$ cat src/rtl/io_bus_pkg.sv
// io_bus_pkg: shared widths, state encoding and timing constants
// for the peripheral I/O bus arbiter.
package io_bus_pkg;

  localparam int IO_AW         = 8;
  localparam int IO_DW         = 8;
  localparam int IO_RD_LATENCY = 1;

  typedef enum logic [1:0] {
    IDLE  = 2'd0,
    ISSUE = 2'd1,
    WAIT  = 2'd2
  } state_t;

endpackage

$ cat src/rtl/io_bus_arbiter_rr_pick.sv
// io_rr_pick: two-way round-robin pick, combinational.
// Contention goes to the master that was not granted last.
module io_rr_pick (
  input  logic [1:0] elig,
  input  logic       last,
  output logic       valid,
  output logic       gnt_id
);

  assign valid = |elig;

  always_comb begin
    gnt_id = 1'b0;
    unique case (1'b1)
      (elig == 2'b11): gnt_id = ~last;
      (elig == 2'b10): gnt_id = 1'b1;
      default:         gnt_id = 1'b0;
    endcase
  end

endmodule

$ cat src/rtl/io_bus_arbiter.sv
// io_bus_arbiter: round-robin sharing of the 8-bit peripheral bus
// between the CPU LSU (m0) and the debug/loader engine (m1).
module io_bus_arbiter
  import io_bus_pkg::*;
#(
  parameter logic RESET_LAST = 1'b1
) (
  input  logic             clk,
  input  logic             rst,
  input  logic             m0_req,
  input  logic             m0_we,
  input  logic [IO_AW-1:0] m0_addr,
  input  logic [IO_DW-1:0] m0_wdata,
  output logic             m0_ack,
  output logic [IO_DW-1:0] m0_rdata,
  input  logic             m1_req,
  input  logic             m1_we,
  input  logic [IO_AW-1:0] m1_addr,
  input  logic [IO_DW-1:0] m1_wdata,
  output logic             m1_ack,
  output logic [IO_DW-1:0] m1_rdata,
  output logic [IO_AW-1:0] bus_address,
  output logic [IO_DW-1:0] bus_wdata,
  output logic             bus_w_en,
  output logic             bus_r_en,
  input  logic [IO_DW-1:0] bus_rdata
);

  state_t state, state_nxt;
  logic   last, gnt_id, lat_we;
  logic   pick_valid, pick_id;
  logic   grant, ack_set, capture;
  logic   [1:0] elig;

  // A master in its ack cycle must not be re-granted on a stale req.
  assign elig = {m1_req & ~m1_ack, m0_req & ~m0_ack};

  io_rr_pick u_pick (
    .elig   (elig),
    .last   (last),
    .valid  (pick_valid),
    .gnt_id (pick_id)
  );

  always_ff @(posedge clk) begin
    if (rst) state <= IDLE;
    else     state <= state_nxt;
  end

  always_comb begin
    state_nxt = state;
    case (state)
      IDLE:    if (pick_valid) state_nxt = ISSUE;
      ISSUE:   state_nxt = lat_we ? IDLE : WAIT;
      WAIT:    state_nxt = IDLE;
      default: state_nxt = IDLE;
    endcase
  end

  always_comb begin
    grant   = (state == IDLE) & pick_valid;
    ack_set = ((state == ISSUE) & lat_we) | (state == WAIT);
    capture = (state == WAIT);
  end

  // The bus address/data registers double as the request latch.
  always_ff @(posedge clk) begin
    if (rst) begin
      last        <= RESET_LAST;
      gnt_id      <= 1'b0;
      lat_we      <= 1'b0;
      bus_address <= '0;
      bus_wdata   <= '0;
      bus_w_en    <= 1'b0;
      bus_r_en    <= 1'b0;
      m0_ack      <= 1'b0;
      m1_ack      <= 1'b0;
      m0_rdata    <= '0;
      m1_rdata    <= '0;
    end else begin
      bus_w_en <= 1'b0;
      bus_r_en <= 1'b0;
      if (grant) begin
        gnt_id      <= pick_id;
        last        <= pick_id;
        lat_we      <= pick_id ? m1_we : m0_we;
        bus_address <= pick_id ? m1_addr : m0_addr;
        bus_wdata   <= pick_id ? m1_wdata : m0_wdata;
        bus_w_en    <= pick_id ? m1_we : m0_we;
        bus_r_en    <= pick_id ? ~m1_we : ~m0_we;
      end
      m0_ack <= ack_set & ~gnt_id;
      m1_ack <= ack_set & gnt_id;
      if (capture) begin
        if (gnt_id) m1_rdata <= bus_rdata;
        else        m0_rdata <= bus_rdata;
      end
    end
  end

endmodule

$ cat config.mk
export PLATFORM = sky130hd
export DESIGN_NAME = io_bus_arbiter
export DESIGN_NICKNAME = d
export VERILOG_FILES = /design/src/rtl/io_bus_pkg.sv /design/src/rtl/io_bus_arbiter_rr_pick.sv /design/src/rtl/io_bus_arbiter.sv
export SDC_FILE = /design/constraint.sdc
export NUM_CORES = 1
export LEC_CHECK = 0
export ABC_AREA = 1
export ABC_CLOCK_PERIOD_IN_PS = 2000
export CAP_MARGIN = 20
export CELL_PAD_IN_SITES_DETAIL_PLACEMENT = 0
export CELL_PAD_IN_SITES_GLOBAL_PLACEMENT = 1
export CORE_ASPECT_RATIO = 0.7
export CORE_UTILIZATION = 30
export DETAILED_ROUTE_END_ITERATION = 12
export PLACE_DENSITY = 0.95
export SETUP_SLACK_MARGIN = 0.5
export SLEW_MARGIN = 20
export SYNTH_ARGS = -nofsm -noshare
export SYNTH_HDL_FRONTEND = slang
export SYNTH_HIERARCHICAL = 1
export SYNTH_SLANG_ARGS = --single-unit
$ cat constraint.sdc
create_clock -name clk -period 2 [get_ports clk]
set_clock_uncertainty 0.1 [all_clocks]
set_input_delay 0.4 -clock clk [delete_from_list [all_inputs] [get_ports clk]]
set_output_delay 0.4 -clock clk [all_outputs]
set_load 0.02 [all_outputs]
Yosys cells after proc, flatten, opt, wreduce, memory -nomap -nowiden
Index checks and enable logic that the tools add are counted.
Word-level totals
  register bits after elaboration: 41
  input bits: 46
  logic and storage cells: 44
  output and inout port bits: 36
Cells by class
  eq/ne operators: 5
  reductions and logical operators: 5
  bitwise operators: 14
  muxes and demuxes: 8
Operators by type and width (number)
  two-way mux 8 bit: 2
  NOT 1 bit: 7
  AND 1 bit: 6
  equality test 2 bit, second input constant: 3
  two-way mux 2 bit: 2
  one-hot mux 2 bit (2 select lines): 1
  AND reduction 2 bit: 2
  OR reduction 2 bit: 2
  equality test 2 x 1 -> 1 bit, second input constant: 1
  zero test 2 bit: 1
  two-way mux 1 bit: 2
  != test 2 bit, second input constant: 1
  one-hot mux 1 bit (2 select lines): 1
  bitwise OR 1 bit: 1

Depth between registers and ports, before layout
  word-level depth: 6
  depth in mapped cells: 11
  depth with buffers taken out: 9

Modules after synthesis
Netlist, hierarchy kept.
By module, submodules not included
  io_bus_arbiter: area each 1871.8 um^2, instances 1, cells each 297
  io_rr_pick: area each 15.0 um^2, instances 1, cells each 3

Worst setup path after synthesis
Ideal clock, no wire load.
  kind: in2reg
  from: input m1_req
  to: register bus_address[5]
  stages on the path: 11
  data arrival time: 1270 ps
  slack: 517 ps
  setup time: 113 ps
  path buffers: 2
  cell sequence: inv_1 > nor2_1 > inv_1 > a21oi_1 > buf_2 > inv_2 > buf_4 > nand2_1 > nand2_1 > nor2_1 > nor2_1
Between the ends
  longest elaborated chain between the ends: 4
  elaborated cells on any way between the ends: 7
RTL lines
  start, declared: line io_bus_arbiter.sv:16  | input logic m1_req,
  AND 1 bit *: line io_bus_arbiter.sv:36  | assign elig = {m1_req & ~m1_ack, m0_req & ~m0_ack};
  via elig[1]: line io_bus_arbiter.sv:33  | logic [1:0] elig;
  equality test 2 bit, on equally long branches: line io_bus_arbiter_rr_pick.sv:16, io_bus_arbiter_rr_pick.sv:15
  one-hot mux 1 bit (2 select lines) *: line io_bus_arbiter_rr_pick.sv:14  | unique case (1'b1)
  via pick_id: line io_bus_arbiter.sv:31  | logic pick_valid, pick_id;
  two-way mux 8 bit *: line io_bus_arbiter.sv:87  | bus_address <= pick_id ? m1_addr : m0_addr;
  end signal, assigned: line io_bus_arbiter.sv:87
  end, declared: line io_bus_arbiter.sv:22  | output logic [IO_AW-1:0] bus_address,
Mark *: on every way through the listed nets, which the timed path passes. The rest lies on a longest branch.
A chain may end at the register's enable or synchronous reset.

Worst setup path after layout
  from: register m1_ack
  to: output m1_ack
RTL lines
  start, declared: line io_bus_arbiter.sv:20  | output logic m1_ack,
  start signal, assigned: line io_bus_arbiter.sv:93  | m1_ack <= ack_set & gnt_id;
No word-level cell between the ends.

==> results.json <==
{
  "std_cell_rows": 23,
  "rsz0062_at_grt": "true",
  "grt_start_max_net_pins": 36,
  "cts_max_path_buffers": 2,
  "ios": 82,
  "hp-class": "register to register",
  "setup_viol": 0,
  "p_leak_nw": 1.53,
  "h-tree-depth": 2,
  "drt_iter0_markers": 67,
  "required_ns": 1.50,
  "die_width_um": 96.8,
  "hold_viol_final": 0,
  "num_vias": 1928,
  "clk_latency_ns": 0.30,
  "clock-sinks": 41,
  "initial_core_util_pct": 32.0,
  "dp.cells": 449,
  "fin_crit_sh_pct": 73.5,
  "cts_buffers": 5,
  "track_usage_pct": 16.1,
  "fp.dieArea_mm2": 0.00662,
  "cp.arrival_ns": 0.97,
  "swShare_pct": 30.4,
  "grt_pass1_vias": 1840,
  "cap_viol_max_count": 0,
  "design.core.area_mm2": 0.00590,
  "postCtsHoldBufs": 0,
  "power_per_cell_area_mw_per_mm2": 734,
  "finalMaxSlewViolations": 0,
  "peakVddDrop_mv": 0.331,
  "clockPowerShare_pct": 30.7,
  "pwr-share-comb_pct": 27.3,
  "cts_root_buf": "clkbuf_8",
  "synthesis.nets": 346,
  "fill_cells": 589,
  "synth.cell_area_mm2": 0.00189,
  "worstHoldStart": "lat_we",
  "cp_slowest_cell": "dfxtp_2",
  "ys_types": 19,
  "antenna_found_initial": 0,
  "grt_pass1_wl_um": 8350,
  "grt_remaining_overflow": 0,
  "avgSynthCellArea_um2": 6.29,
  "drt-total-wl_um": 5030,
  "cp_num_buf_inv": 1,
  "synth-seq-cells": 41,
  "drive_gt1_share_pct": 12.1,
  "layout_min_cycle_time_ns": 1.47,
  "crit_start": "m1_ack",
  "syn_to_final_growth_pct": 59.5,
  "path_cells": "dlygate4sd2_1",
  "avgRoutedWirePerCell_um": 10.9,
  "fin_util_pct": 51.0,
  "via_per_inst": 4.16,
  "ys_warn_count": 6,
  "path_clk_slew_ns": 0.09,
  "critical_path_class": "register to output port",
  "internal_power_w": 0.00154,
  "fin_tns_setup_ns": 0,
  "slew_headroom_pct": 79.0,
  "finalNetCount": 433,
  "cpPeakStageDelay_ns": 0.35,
  "crit_fanout": 2,
  "tightest_slew_ns": 0.314,
  "crit-reg2reg-launch": "m1_ack",
  "start_kind": "register",
  "place.gp.congestion": 0.766,
  "diodes": 0,
  "instances_no_fill": 463,
  "ys_seq_area_share_pct": 43.5,
  "fmax_ghz": 0.680,
  "p_seq_share_pct": 41.9,
  "cp_top_family": "flip-flops",
  "status": "finished, final reports clean",
  "dp_hpwl_um": 3270,
  "io_buffers": 81,
  "drcViolationCount": 0,
  "cp-end-kind": "output port",
  "die_h_um": 68.4,
  "dr.pass1.iters": 4,
  "syn_inst": 300,
  "detail-route-antenna-nets": 0,
  "switchingPower_w": 0.000673,
  "cts_tree": "done"
}
## synthesized netlist by cell type
library cell	count	area, um2
a21oi_1	2	10.0
buf_2	2	10.0
buf_4	4	30.0
buf_6	4	45.0
clkbuf_4	1	7.51
clkinv_1	1	3.75
dfxtp_1	41	821
inv_1	41	154
inv_2	1	3.75
nand2_1	119	447
nand2_2	1	6.26
nand2_4	1	11.3
nand3_1	6	30.0
nand3_2	2	20.0
nor2_1	69	259
nor2_2	1	6.26
nor4_1	1	6.26
o21ai_0	2	10.0
or2_1	1	6.26
## cell type report
class	count	area, um2	share of cell area, %
Clock buffer	5	68.8	2.29
Clock inverter	3	46.3	1.54
Inverter	43	174	5.78
Multi-Input combinational cell	205	870	28.9
Sequential cell	41	823	27.3
Tap cell	75	93.8	3.12
Timing Repair Buffer	90	918	30.5
Timing Repair inverter	1	16.3	0.540
## worst paths after layout
check / end / slack [ns] / cells past startpoint
max: m1_ack / 0.53 / 1
min: state[1] / 0.37 / 1
max reg2reg: bus_address[3] / 0.59 / 10
min reg2reg: state[1] / 0.37 / 1
## metal layers
| metal | vias up | GRT usage [%] | routed length, um |
|---|---|---|---|
| met3 | 5 | 4.49 | 303 |
| met2 | 52 | 25.4 | 2180 |
| met5 | - | 0 | 0 |
| li1 | 1042 | - | - |
| met4 | 0 | 4.48 | 41 |
| met1 | 829 | 21.7 | 2500 |
## state kept, by name (all words and copies together), names as in the netlist
register     cells
m1_rdata         8
m1_ack           1
bus_r_en         1
last             1
bus_wdata        8
m0_ack           1
bus_address      8
lat_we           1
gnt_id           1
state            2
bus_w_en         1
m0_rdata         8
## power by group through the flow
| stage | clock (W) | combinational, W | sequential, W |
|---|---|---|---|
| floorplan | 0 | 0.000244 | 0.00101 |
| global placement | 0 | 0.000553 | 0.000945 |
| detailed placement | 0 | 0.000557 | 0.000946 |
| CTS | 0.000694 | 0.000587 | 0.000926 |
| global route | 0.000731 | 0.000675 | 0.000937 |
| finish | 0.000679 | 0.000605 | 0.000927 |
## per-stage QoR
stage | power [W] | area [um2] | setup slack (ns) | hold slack [ns]
2_1_floorplan | 0.00126 | 1890 | 0.517 | 0.319
3_3_place_gp | 0.00150 | 2740 | 0.0735 | 0.352
3_5_place_dp | 0.00150 | 2740 | 0.0375 | 0.353
4_1_cts | 0.00221 | 2950 | 0.484 | 0.379
5_1_grt | 0.00234 | 3010 | 0.441 | 0.409
6_report | 0.00221 | 3010 | 0.529 | 0.368
## cell families (layout without fill, tap and decap cells)
| family | count (synthesis) | after routing | share of synthesized area (%) |
|---|---|---|---|
| compound gates | 4 | 4 | 1.06 |
| buf+inv | 54 | 142 | 13.5 |
| flops | 41 | 41 | 43.5 |
| simple gates | 201 | 201 | 42.0 |
## cell usage in the layout, fill, tap and decap left out, drive strengths merged
| cell | count |
|---|---|
| or2 | 1 |
| a21oi | 2 |
| inv | 44 |
| clkbuf | 10 |
| nor2 | 70 |
| bufinv | 1 |
| buf | 9 |
| clkdlybuf4s15 | 24 |
| o21ai | 2 |
| clkinvlp | 1 |
| clkinv | 1 |
| nand3 | 8 |
| clkdlybuf4s50 | 43 |
| nand2 | 121 |
| dlygate4sd2 | 9 |
| dfxtp | 41 |
| nor4 | 1 |
## timing repair
action                                 CTS  global route
setup endpoints to repair               57            62
buffers inserted                         1             2
cloned                                   3             0
gates resized for setup                 52            53
endpoints found under the hold margin    0             0
pin swaps                                4            16
Note: power is estimated with default switching activity, not from simulation.
